--- src/rtl/xil_mem_sp_1024x16_ctl.sv ---
// Requester-side controller for a 1024x16 byte-writable single-port BRAM:
// valid/ready request port, 2-entry read-response FIFO, and a full-memory init sweep.
module xil_mem_sp_1024x16_ctl (
    input  logic        clk,
    input  logic        rst_n,
    input  logic        i_init,
    input  logic [15:0] i_init_data,
    output logic        o_init_busy,
    input  logic        i_req_valid,
    output logic        o_req_ready,
    input  logic        i_req_wr,
    input  logic [1:0]  i_req_be,
    input  logic [9:0]  i_req_adr,
    input  logic [15:0] i_req_wdata,
    output logic        o_rsp_valid,
    input  logic        i_rsp_ready,
    output logic [15:0] o_rsp_data,
    output logic        o_mem_en,
    output logic [1:0]  o_mem_wen,
    output logic [9:0]  o_mem_adr,
    output logic [15:0] o_mem_wdata,
    input  logic [15:0] i_mem_rdata
);

    typedef enum logic {
        IDLE = 1'b0,
        INIT = 1'b1
    } state_t;

    state_t      state;
    state_t      state_nxt;
    logic [9:0]  sweep_cnt;
    logic [15:0] init_val;
    logic        rd_inflight;
    logic [15:0] fifo_mem [2];
    logic        fifo_wr_ptr;
    logic        fifo_rd_ptr;
    logic [1:0]  fifo_cnt;
    logic        push;
    logic        pop;
    logic        accept;
    logic        req_ready;
    logic [2:0]  occ;

    always_ff @(posedge clk or negedge rst_n) begin
        if (!rst_n) begin
            state <= IDLE;
        end else begin
            state <= state_nxt;
        end
    end

    always_comb begin
        state_nxt = state;
        case (state)
            IDLE:    if (i_init) state_nxt = INIT;
            INIT:    if (sweep_cnt == 10'd1023) state_nxt = IDLE;
            default: state_nxt = IDLE;
        endcase
    end

    always_ff @(posedge clk or negedge rst_n) begin
        if (!rst_n) begin
            sweep_cnt <= 10'd0;
            init_val  <= 16'd0;
        end else if (state == IDLE && i_init) begin
            sweep_cnt <= 10'd0;
            init_val  <= i_init_data;
        end else if (state == INIT) begin
            sweep_cnt <= sweep_cnt + 10'd1;
        end
    end

    // Credits count both buffered responses and the read whose data arrives next
    // cycle, so the FIFO can never be pushed while full.
    assign pop       = o_rsp_valid & i_rsp_ready;
    assign push      = rd_inflight;
    assign occ       = {1'b0, fifo_cnt} + {2'b00, rd_inflight} - {2'b00, pop};
    assign req_ready = rst_n & (state == IDLE) & ~i_init & (occ < 3'd2);
    assign accept    = i_req_valid & req_ready;

    always_ff @(posedge clk or negedge rst_n) begin
        if (!rst_n) begin
            rd_inflight <= 1'b0;
        end else begin
            rd_inflight <= accept & ~i_req_wr;
        end
    end

    always_ff @(posedge clk or negedge rst_n) begin
        if (!rst_n) begin
            fifo_mem[0] <= 16'd0;
            fifo_mem[1] <= 16'd0;
            fifo_wr_ptr <= 1'b0;
            fifo_rd_ptr <= 1'b0;
            fifo_cnt    <= 2'd0;
        end else begin
            if (push) begin
                fifo_mem[fifo_wr_ptr] <= i_mem_rdata;
                fifo_wr_ptr           <= ~fifo_wr_ptr;
            end
            if (pop) begin
                fifo_rd_ptr <= ~fifo_rd_ptr;
            end
            case ({push, pop})
                2'b10:   fifo_cnt <= fifo_cnt + 2'd1;
                2'b01:   fifo_cnt <= fifo_cnt - 2'd1;
                default: fifo_cnt <= fifo_cnt;
            endcase
        end
    end

    assign o_rsp_valid = (fifo_cnt != 2'd0);
    assign o_rsp_data  = fifo_mem[fifo_rd_ptr];
    assign o_req_ready = req_ready;
    assign o_init_busy = (state == INIT);

    // Memory pins are held at zero during reset even though the request path is combinational.
    always_comb begin
        o_mem_en    = 1'b0;
        o_mem_wen   = 2'b00;
        o_mem_adr   = 10'd0;
        o_mem_wdata = 16'd0;
        if (rst_n) begin
            if (state == INIT) begin
                o_mem_en    = 1'b1;
                o_mem_wen   = 2'b11;
                o_mem_adr   = sweep_cnt;
                o_mem_wdata = init_val;
            end else begin
                o_mem_en    = accept;
                o_mem_wen   = (accept & i_req_wr) ? i_req_be : 2'b00;
                o_mem_adr   = i_req_adr;
                o_mem_wdata = i_req_wdata;
            end
        end
    end

endmodule

--- config.mk ---
export PLATFORM = sky130hd
export DESIGN_NAME = xil_mem_sp_1024x16_ctl
export DESIGN_NICKNAME = d
export VERILOG_FILES = /design/src/rtl/xil_mem_sp_1024x16_ctl.sv
export SDC_FILE = /design/constraint.sdc
export NUM_CORES = 1
export LEC_CHECK = 0
export ABC_AREA = 1
export ABC_CLOCK_PERIOD_IN_PS = 3070
export CORE_ASPECT_RATIO = 1.1
export CORE_MARGIN = 10
export CORE_UTILIZATION = 36
export DETAILED_ROUTE_END_ITERATION = 8
export HOLD_SLACK_MARGIN = 0.05
export PLACE_DENSITY = 0.67
export SLEW_MARGIN = 10
export SYNTH_ARGS = -nofsm -noshare
export SYNTH_HDL_FRONTEND = slang
export SYNTH_SLANG_ARGS = --single-unit
--- constraint.sdc ---
create_clock -name clk -period 3.07 [get_ports clk]
set_input_delay 0.307 -clock clk [delete_from_list [all_inputs] [get_ports clk]]
set_output_delay 0.307 -clock clk [all_outputs]
set_load 0.01 [all_outputs]
==> impl_metrics.json, run 1 <==
{
  "gp_congestion": 0.7552,
  "cts_buffer_depth": 2,
  "fin_skew_ns": 0.009317,
  "final_design_area_no_fill_sq_mm": 0.004798,
  "grt_antenna_before_repair": 0,
  "drv_cap": 0,
  "rows": 36,
  "grt_pass1_wl_microns": 15350,
  "endpoint": "o_mem_wen[0]",
  "r2r_end": "push",
  "cp.required_ns": 2.76,
  "power_leakage_nw": 2.349,
  "yosysTopAreaCellShare_pct": 48.50,
  "r2r-start": "fifo_cnt[0]",
  "antennaDiodeCount": 0,
  "drtPass1Iterations": 4,
  "r2r_slack_ns": 0.82,
  "cp-start-kind": "register",
  "first_iter_violations": 101,
  "place_area_sq_mm": 0.004521,
  "finalCritPeriodShare_pct": 95.22,
  "initial_utilization_pct": 37.02,
  "setup_violations": 0,
  "fmax_mhz": 342.1,
  "ios": 114,
  "die_h_microns": 120.4,
  "multiInputGateArea_sq_mm": 0.001445,
  "overflow": 0,
  "layout.nets": 612,
  "grt_pass1_vias": 3170,
  "clk-insertion-delay-late_ns": 0.33,
  "cts_sinks": 64,
  "powerDensity_mw_per_mm2": 656.1,
  "viasPerCell": 4.660,
  "critPathLaunch": "fifo_cnt[0]",
  "synth_top_area_cell": "dfrtp_1",
  "synthesis.nets": 496,
  "cp_max_fo": 4,
  "grt.total_usage_pct": 13.47,
  "netlist_top_cells_area": "dfrtp_1 49%, nand2_1 18%, o21ai_0 6.7%, nor2_1 4.7%, inv_1 3.8%",
  "cts.clk_slew.worst_paths_ns": 0.07,
  "synth_area_sq_mm": 0.003302,
  "cp-end-kind": "output port",
  "cts_root_buffer": "clkbuf_8",
  "status": "finished clean",
  "peakVddDrop_v": 0.0002806,
  "port_buffers": 113,
  "fillCellCount": 881,
  "drv_slew": 0,
  "drc": 0,
  "critPathKind": "reg -> out",
  "slowest_delay_ns": 0.51,
  "die-area_sq_mm": 0.01341,
  "crit_slowest_cell": "fa_1",
  "synth.distinct_cells": 31,
  "yosysWarnings": 0,
  "wire_per_inst_microns": 13.67,
  "synth_seq_area_share_pct": 48.50,
  "coreArea_sq_mm": 0.008919,
  "syn-mean-instance-area_sq_um": 7.751,
  "timing_hold_violations_final": 0,
  "grt_start_max_net_pins": 44,
  "cp_cell_sequence": "or2_4 > nand2_2 > inv_1 > buf_4 > ha_1 > fa_1 > nand2_1 > inv_1 > nand2_2 > nor2_4 > nand4_1 > a21oi_1 > buf_2",
  "ys_seq_elements": 64,
  "area.growth.synth_to_final_pct": 45.32,
  "netlist_instances": 426,
  "drive_gt1_share_pct": 11.15,
  "reg2reg_depth": 13,
  "die_x_microns": 111.3,
  "cts_tree": "done",
  "p_total_mw": 3.148,
  "ant_nets": 0,
  "hp-class": "in -> async",
  "min_period_ns": 2.923,
  "wl_microns": 9038,
  "dp_hpwl_microns": 6673,
  "htree_num_levels": 3,
  "cts_buffers": 9,
  "num_vias": 3080,
  "worst_pin_slew_ns": 0.9328,
  "seq_area_sq_mm": 0.001602,
  "slew_headroom_pct": 37.66,
  "cp_data_arrival_time_ns": 2.62
}
-- cell usage in the layout (no fill, tap or decap), drive strengths merged, types with 3 or more instances in the layout --
cell / synthesis / final
nand2: 161 / 161
clkdlybuf4s50: 0 / 108
dfrtp: 64 / 64
o21ai: 63 / 63
nor2: 46 / 46
inv: 36 / 37
a21oi: 16 / 16
buf: 14 / 16
clkbuf: 7 / 10
nand3: 4 / 4
nand4: 3 / 3
bufinv: 0 / 3
ha: 3 / 3
-- logic make-up after synthesis --
group / after synthesis / synth area share, %
AO/OA/AOI/OAI: 79 / 13.34
XOR/XNOR: 3 / 0.7959
adder cells (fa/ha/maj): 4 / 1.743
buffers and inverters: 58 / 8.450
flip-flops: 64 / 48.50
AND/OR/NAND/NOR: 218 / 27.17
-- stage by stage --
step	worst slack, ns	TNS [ns]	hold WS, ns	std cells	util [%]
floorplan	0.3966	0	0.01141	426	-
global placement	-0.003470	-0.006667	0.2251	643	50.69
detailed placement	-0.06874	-0.1580	0.2286	643	50.69
CTS	0.05507	0	0.4243	660	53.45
global route	-0.001296	-0.001296	0.4409	661	53.80
finish	0.1466	0	0.4245	661	53.80
-- critical path, delay by kind of cell, from the launching register on --
kind | cells | cell delay (ns)
flops | 1 | 0.38
buf+inv | 4 | 0.42
compound gates | 1 | 0.14
simple gates | 6 | 0.64
fa+ha+maj | 2 | 0.70
-- cell type report --
class,count,area share [%]
Sequential cell,64,33.38
Tap cell,114,2.973
Inverter,37,2.999
Multi-Input combinational cell,304,30.12
Clock inverter,6,2.399
Timing Repair Buffer,126,25.27
Clock buffer,10,2.868
-- synthesized netlist by cell type, drive strengths merged --
| library cell | instances |
|---|---|
| nand2 | 161 |
| dfrtp | 64 |
| o21ai | 63 |
| nor2 | 46 |
| inv | 36 |
| a21oi | 16 |
| buf | 14 |
| clkbuf | 7 |
| nand3 | 4 |
| ha | 3 |
| nand4 | 3 |
| or2 | 2 |
| xor2 | 2 |
| clkinv | 1 |
| fa | 1 |
| nand3b | 1 |
| nor3 | 1 |
| xnor2 | 1 |
-- metal layers --
layer	routed length [microns]	vias to the layer above	track usage, %	share of wire [%]
li1	-	1561	-	-
met1	4041	1412	16.04	45
met2	4180	92	21.96	46
met3	700	15	5.193	7.7
met4	115	0	4.341	1.3
met5	0	-	0	0
-- worst min-delay path by stage --
stage               start           end  slack [ns]  cells after the start
finish              rst_n  sweep_cnt[2]        0.42                      2
global route        rst_n  sweep_cnt[2]        0.44                      2
CTS                 rst_n   fifo_cnt[0]        0.42                      2
floorplan           rst_n   fifo_cnt[0]        0.01                      0
global placement    rst_n   fifo_cnt[0]        0.23                      1
detailed placement  rst_n   fifo_cnt[0]        0.23                      1
-- power breakdown --
group	switching [mW]	internal, mW	total (mW)	leakage, nW
Sequential	0.0884	0.955	1.04	0.689
Clock	0.340	0.566	0.905	0.123
Combinational	0.588	0.611	1.20	1.54
Total	1.02	2.13	3.15	2.35
-- registers in the layout (all words and copies together), names as in the netlist --
name / cells
init_val: 16
fifo_cnt: 2
push: 1
fifo_rd_ptr: 1
o_init_busy: 1
fifo_mem: 32
sweep_cnt: 10
fifo_wr_ptr: 1
-- timing repair --
item / in CTS / in global routing
pin swaps: 0 / 2
hold buffers: 1 / 0
endpoints found under the setup margin: 4 / 3
resized for setup: 13 / 5
setup buffers: 0 / 1
endpoints found under the hold margin: 16 / 0
(Power assumes the default switching activity.)
==> run 2, diff against run 1 <==
Settings changed: ABC_AREA 1 to 0.
==> run 2 against run 1 <==
- cell area is 1.1% higher
- register-to-register slack worse by 0.14 ns
- via count down 17%
- largest cell class unchanged
==> impl_metrics.json, run 2 <==
{
  "ant_nets": 0,
  "netlist_instances": 289,
  "drv_slew": 0,
  "rows": 36,
  "ys_seq_elements": 64,
  "dp_slack_ns": -0.1326,
  "final.setup.tns_ns": 0,
  "worst_pin_slew_ns": 1.027,
  "fin_ws_ns": 0.04461,
  "cts_buffers": 9,
  "cp-start-kind": "register",
  "dp_hpwl_microns": 6277,
  "htree_num_levels": 3,
  "yosysTopAreaCellShare_pct": 49.36,
  "cp.required_ns": 2.76,
  "netlist_top_cells_area": "dfrtp_1 49%, mux2_2 17%, mux2i_1 8.3%, nand2_1 6.7%, nor2b_1 5.2%",
  "ios": 114,
  "cts.clk_slew.worst_paths_ns": 0.08,
  "ys.flop_type": "dfrtp_1",
  "synth_xor_area_share_pct": 1.890,
  "regMostFlops": "fifo_mem",
  "synth_common_cells": "64 x dfrtp_1, 58 x nand2_1, 48 x mux2_2",
  "wl_microns": 8631,
  "hp-class": "in -> async",
  "fmax_mhz": 330.5,
  "powerDensity_mw_per_mm2": 687.3,
  "synth_top_area_cell": "dfrtp_1",
  "swShare_pct": 30.08,
  "drv_cap": 0,
  "cts_sinks": 64,
  "die-area_sq_mm": 0.01321,
  "async_reset_ff_share_pct": 100.0,
  "die_x_microns": 110.5,
  "gp_congestion": 0.7664,
  "cp_max_fo": 3,
  "coreArea_sq_mm": 0.008828,
  "first_iter_violations": 36,
  "antennaDiodeCount": 0,
  "drc": 0,
  "synth_mux_area_share_pct": 24.99,
  "synth_compound_area_share_pct": 3.548,
  "internal_power_mw": 2.332,
  "cp-end-kind": "output port",
  "rsz0062_at_grt": "true",
  "setup_violations": 0,
  "initial_utilization_pct": 36.75,
  "drive_gt1_share_pct": 22.67,
  "synthAdderAreaFrac_pct": 1.774,
  "clkPwrFrac_pct": 26.8,
  "r2r_slack_ns": 0.68,
  "timing_hold_violations_final": 0,
  "peakVddDrop_v": 0.0003098,
  "final_cell_mix": "108 x clkdlybuf4s50_1, 63 x dfrtp_1, 58 x nand2_1",
  "grt_antenna_before_repair": 0,
  "comb_power_share_pct": 36.3,
  "cts_tree": "done",
  "status": "finished clean",
  "final_design_area_no_fill_sq_mm": 0.004853,
  "min_period_ns": 3.025,
  "r2r_end": "push",
  "area.growth.synth_to_final_pct": 49.59,
  "grt.total_usage_pct": 12.93,
  "synthesis.nets": 359,
  "viasPerCell": 4.816,
  "netSwitchingPower_mw": 1.003,
  "overflow": 0,
  "synth_top_family_by_area": "multiplexers",
  "cts_buffer_depth": 2,
  "syn-mean-instance-area_sq_um": 11.23,
  "synth_area_sq_mm": 0.003244,
  "fillCellCount": 800,
  "drtPass1Iterations": 5,
  "fin_skew_ns": 0.007571,
  "grt_start_max_net_pins": 36,
  "synth_seq_area_share_pct": 49.36,
  "grt_pass1_wl_microns": 14010,
  "reg2reg_depth": 10,
  "synth.distinct_cells": 32,
  "num_vias": 2567,
  "synth.most_common_cell": "dfrtp_1",
  "clk-insertion-delay-late_ns": 0.34,
  "synth_simple_gate_area_share_pct": 15.81,
  "final_common_cell": "clkdlybuf4s50_1",
  "synth_edf_count": 0,
  "finalCritPeriodShare_pct": 98.55,
  "slew_headroom_pct": 31.29,
  "r2r-start": "fifo_cnt[0]",
  "die_h_microns": 119.6,
  "cp_data_arrival_time_ns": 2.72,
  "power_leakage_nw": 2.294,
  "critPathKind": "reg -> out",
  "seq_area_sq_mm": 0.001603,
  "layout.nets": 484,
  "largest_reg_flops": 32,
  "place_area_sq_mm": 0.004518,
  "power_frac_seq_pct": 36.9,
  "top_regs": "fifo_mem: 32 flops, init_val: 16 flops, sweep_cnt: 10 flops",
  "yosysWarnings": 0,
  "multiInputGateArea_sq_mm": 0.001603,
  "wire_per_inst_microns": 16.19,
  "port_buffers": 113,
  "cts_root_buffer": "clkbuf_8",
  "grt_pass1_vias": 2760
}
==> run 2: routing by layer <==
metal | track usage [%] | part of all wire [%] | up-vias
met3 | 3.737 | 5.1 | 8
met5 | 0 | 0 | -
met1 | 14.05 | 41 | 1251
met2 | 23.38 | 52 | 71
met4 | 4.723 | 1.4 | 0
li1 | - | - | 1237
==> run 2: cells by family (layout without fill, tap and decap cells) <==
logic type	count (synthesis)	count (layout)
buf+inv	18	148
mux	75	75
simple gates	104	104
flops	64	64
fa+ha+maj	4	4
compound gates	17	17
xor+xnor	7	7
==> run 2: timing repair <==
item / 4_1_cts / 5_1_grt
pin swaps: 8 / 6
resized for setup: 19 / 5
setup buffers: 3 / 2
endpoints found under the hold margin: 21 / 0
setup endpoints to repair: 4 / 4
hold buffers: 1 / 0
==> run 2: worst max-delay path, stage by stage, from the launching register on <==
cell      delay (ns)
dfrtp_1         0.38
or2_4           0.25
and2_4          0.15
ha_4            0.21
nand2b_4        0.14
fa_1            0.52
and2_4          0.16
nand4_1         0.12
buf_4           0.19
a21boi_2        0.12
buf_2           0.13
==> run 2: worst max-delay path by stage <==
stage	depth (start not counted)	startpoint	endpoint	slack [ns]
floorplan	8	fifo_cnt[1]	o_mem_en	0.31
global placement	9	i_rsp_ready	o_mem_en	-0.07
detailed placement	9	i_rsp_ready	o_mem_en	-0.13
CTS	10	fifo_cnt[1]	o_mem_en	-0.02
global route	10	fifo_cnt[0]	o_mem_en	-0.08
finish	10	fifo_cnt[0]	o_mem_en	0.04
==> run 2: cell type report <==
cell class                      count  share of cell area, %
Clock buffer                       10                  2.836
Sequential cell                    64                  33.02
Clock inverter                      6                  2.372
Multi-Input combinational cell    207                  33.02
Inverter                            3                 0.2320
Tap cell                          114                  2.939
Timing Repair Buffer              129                  25.57
==> run 2: power by group through the flow <==
stage	sequential, mW	clock (mW)	combinational (mW)
floorplan	1.16	0	0.634
global placement	1.24	0	1.10
detailed placement	1.25	0	1.12
CTS	1.24	0.919	1.17
global route	1.26	0.952	1.33
finish	1.23	0.892	1.21
==> run 2: stage by stage <==
step           util, %  hold slack [ns]  instances  power (mW)
6_report         54.97           0.1631        533       3.336
5_1_grt          54.97           0.1822        533       3.546
4_1_cts          54.58           0.1553        531       3.324
3_5_place_dp     51.18           0.3123        511       2.374
3_3_place_gp     51.18           0.3115        511       2.341
2_1_floorplan        -          0.01141        289       1.798
==> run 3, diff against run 2 <==
Settings changed: CORE_MARGIN 10 to 2.
==> run 3 against run 2 <==
- fmax hardly changed
- via count about the same
- count of clock-buffer cells in the layout fell by 1
- critical path type unchanged
- critical endpoint is now o_mem_wen[0]
- largest cell class unchanged
==> impl_metrics.json, run 3 (synthesized netlist as in run 2, its figures left out) <==
{
  "area.growth.synth_to_final_pct": 48.28,
  "drtPass1Iterations": 4,
  "die_x_microns": 94.52,
  "antennaDiodeCount": 0,
  "hp-class": "in -> async",
  "peakVddDrop_v": 0.0003438,
  "largest_reg_flops": 32,
  "reg2reg_depth": 11,
  "layout.nets": 483,
  "initial_utilization_pct": 36.75,
  "final_design_area_no_fill_sq_mm": 0.004811,
  "setup_violations": 0,
  "clk-insertion-delay-late_ns": 0.34,
  "finalCritPeriodShare_pct": 98.59,
  "coreArea_sq_mm": 0.008828,
  "cts_tree": "done",
  "fin_ws_ns": 0.04341,
  "r2r-start": "fifo_cnt[0]",
  "wire_per_inst_microns": 14.89,
  "dp_slack_ns": -0.1360,
  "r2r_slack_ns": 0.58,
  "critPathKind": "reg -> out",
  "endpoint": "o_mem_wen[0]",
  "cp_max_fo": 3,
  "cp-end-kind": "output port",
  "grt_antenna_before_repair": 0,
  "cts_sinks": 64,
  "grt.total_usage_pct": 17.03,
  "viasPerCell": 4.823,
  "p_total_mw": 3.216,
  "rows": 36,
  "final_common_cell": "clkdlybuf4s50_1",
  "r2r_end": "push",
  "cts_buffer_depth": 2,
  "cp.required_ns": 2.76,
  "num_vias": 2566,
  "worst_pin_slew_ns": 1.100,
  "fin_skew_ns": 0.01073,
  "final_cell_mix": "108 x clkdlybuf4s50_1, 63 x dfrtp_1, 58 x nand2_1",
  "cts_buffers": 9,
  "power_leakage_nw": 2.276,
  "fmax_mhz": 330.4,
  "hold_slack_ns": 0.1378,
  "cts.clk_slew.worst_paths_ns": 0.08,
  "place_area_sq_mm": 0.004518,
  "cp_data_arrival_time_ns": 2.72,
  "status": "finished clean",
  "ios": 114,
  "cp-start-kind": "register",
  "drive_gt1_share_pct": 21.77,
  "die-area_sq_mm": 0.009788,
  "ant_nets": 0,
  "drv_slew": 0,
  "drv_cap": 0,
  "regMostFlops": "fifo_mem",
  "grt_pass1_vias": 2695,
  "overflow": 0,
  "dp_hpwl_microns": 5454,
  "port_buffers": 113,
  "timing_hold_violations_final": 0,
  "top_regs": "fifo_mem: 32 flops, init_val: 16 flops, sweep_cnt: 10 flops",
  "grt_pass1_wl_microns": 13050,
  "grt_start_max_net_pins": 36,
  "rsz0062_at_grt": "true",
  "min_period_ns": 3.027,
  "slew_headroom_pct": 26.53,
  "die_h_microns": 103.6,
  "gp_congestion": 0.7304,
  "wl_microns": 7919,
  "powerDensity_mw_per_mm2": 668.4,
  "first_iter_violations": 76,
  "critPathLaunch": "fifo_cnt[0]",
  "htree_num_levels": 3,
  "cts_root_buffer": "clkbuf_8",
  "drc": 0
}
run 3: repair_timing:
item	4_1_cts	5_1_grt
hold buffers	1	0
endpoints found under the setup margin	4	2
setup buffers	3	1
resized for setup	18	2
endpoints found under the hold margin	24	0
pin swaps	9	3
run 3: cell type report:
class	instances	area, sq um
fill	807	4018
sequential	64	1603
multi-input combinational	207	1590
timing repair buffer	128	1237
tap	114	142.6
clock buffer	9	123.9
clock inverter	7	102.6
inverter	3	11.26
run 3: report_power, final:
group	leakage [nW]	switching, mW	internal, mW
clock network	0.110	0.354	0.465
logic	1.37	0.451	0.714
registers	0.798	0.210	1.02
total	2.28	1.02	2.20
run 3: how the worst min path moves through the flow:
stage | from | to | slack [ns]
3_3_place_gp | rst_n | fifo_cnt[0] | 0.34
4_1_cts | rst_n | fifo_cnt[0] | 0.14
2_1_floorplan | rst_n | fifo_cnt[0] | 0.01
5_1_grt | rst_n | init_val[0] | 0.18
6_report | rst_n | sweep_cnt[4] | 0.14
3_5_place_dp | rst_n | fifo_cnt[0] | 0.34
run 3: layer usage:
layer	GRT usage (%)	wire length, microns
met1	20.62	3242
met2	28.72	4047
met3	4.582	492
met4	6.315	138
met5	0	0
run 3: through the flow:
| stage | cells | TNS (ns) | utilization (%) |
|---|---|---|---|
| 3_3_place_gp | 511 | -0.1590 | 51.18 |
| 3_5_place_dp | 511 | -0.3660 | 51.18 |
| 2_1_floorplan | 289 | 0 | - |
| 4_1_cts | 531 | -0.02096 | 54.38 |
| 6_report | 532 | 0 | 54.49 |
| 5_1_grt | 532 | -0.05111 | 54.49 |
run 3: critical path, cell delays in order, from the launching register on:
cell	delay (ns)
dfrtp_1	0.38
or2_4	0.25
and2_4	0.16
ha_4	0.24
nand2b_4	0.13
fa_1	0.51
and2_1	0.14
nand4_1	0.14
buf_4	0.19
o21ai_1	0.10
buf_2	0.14
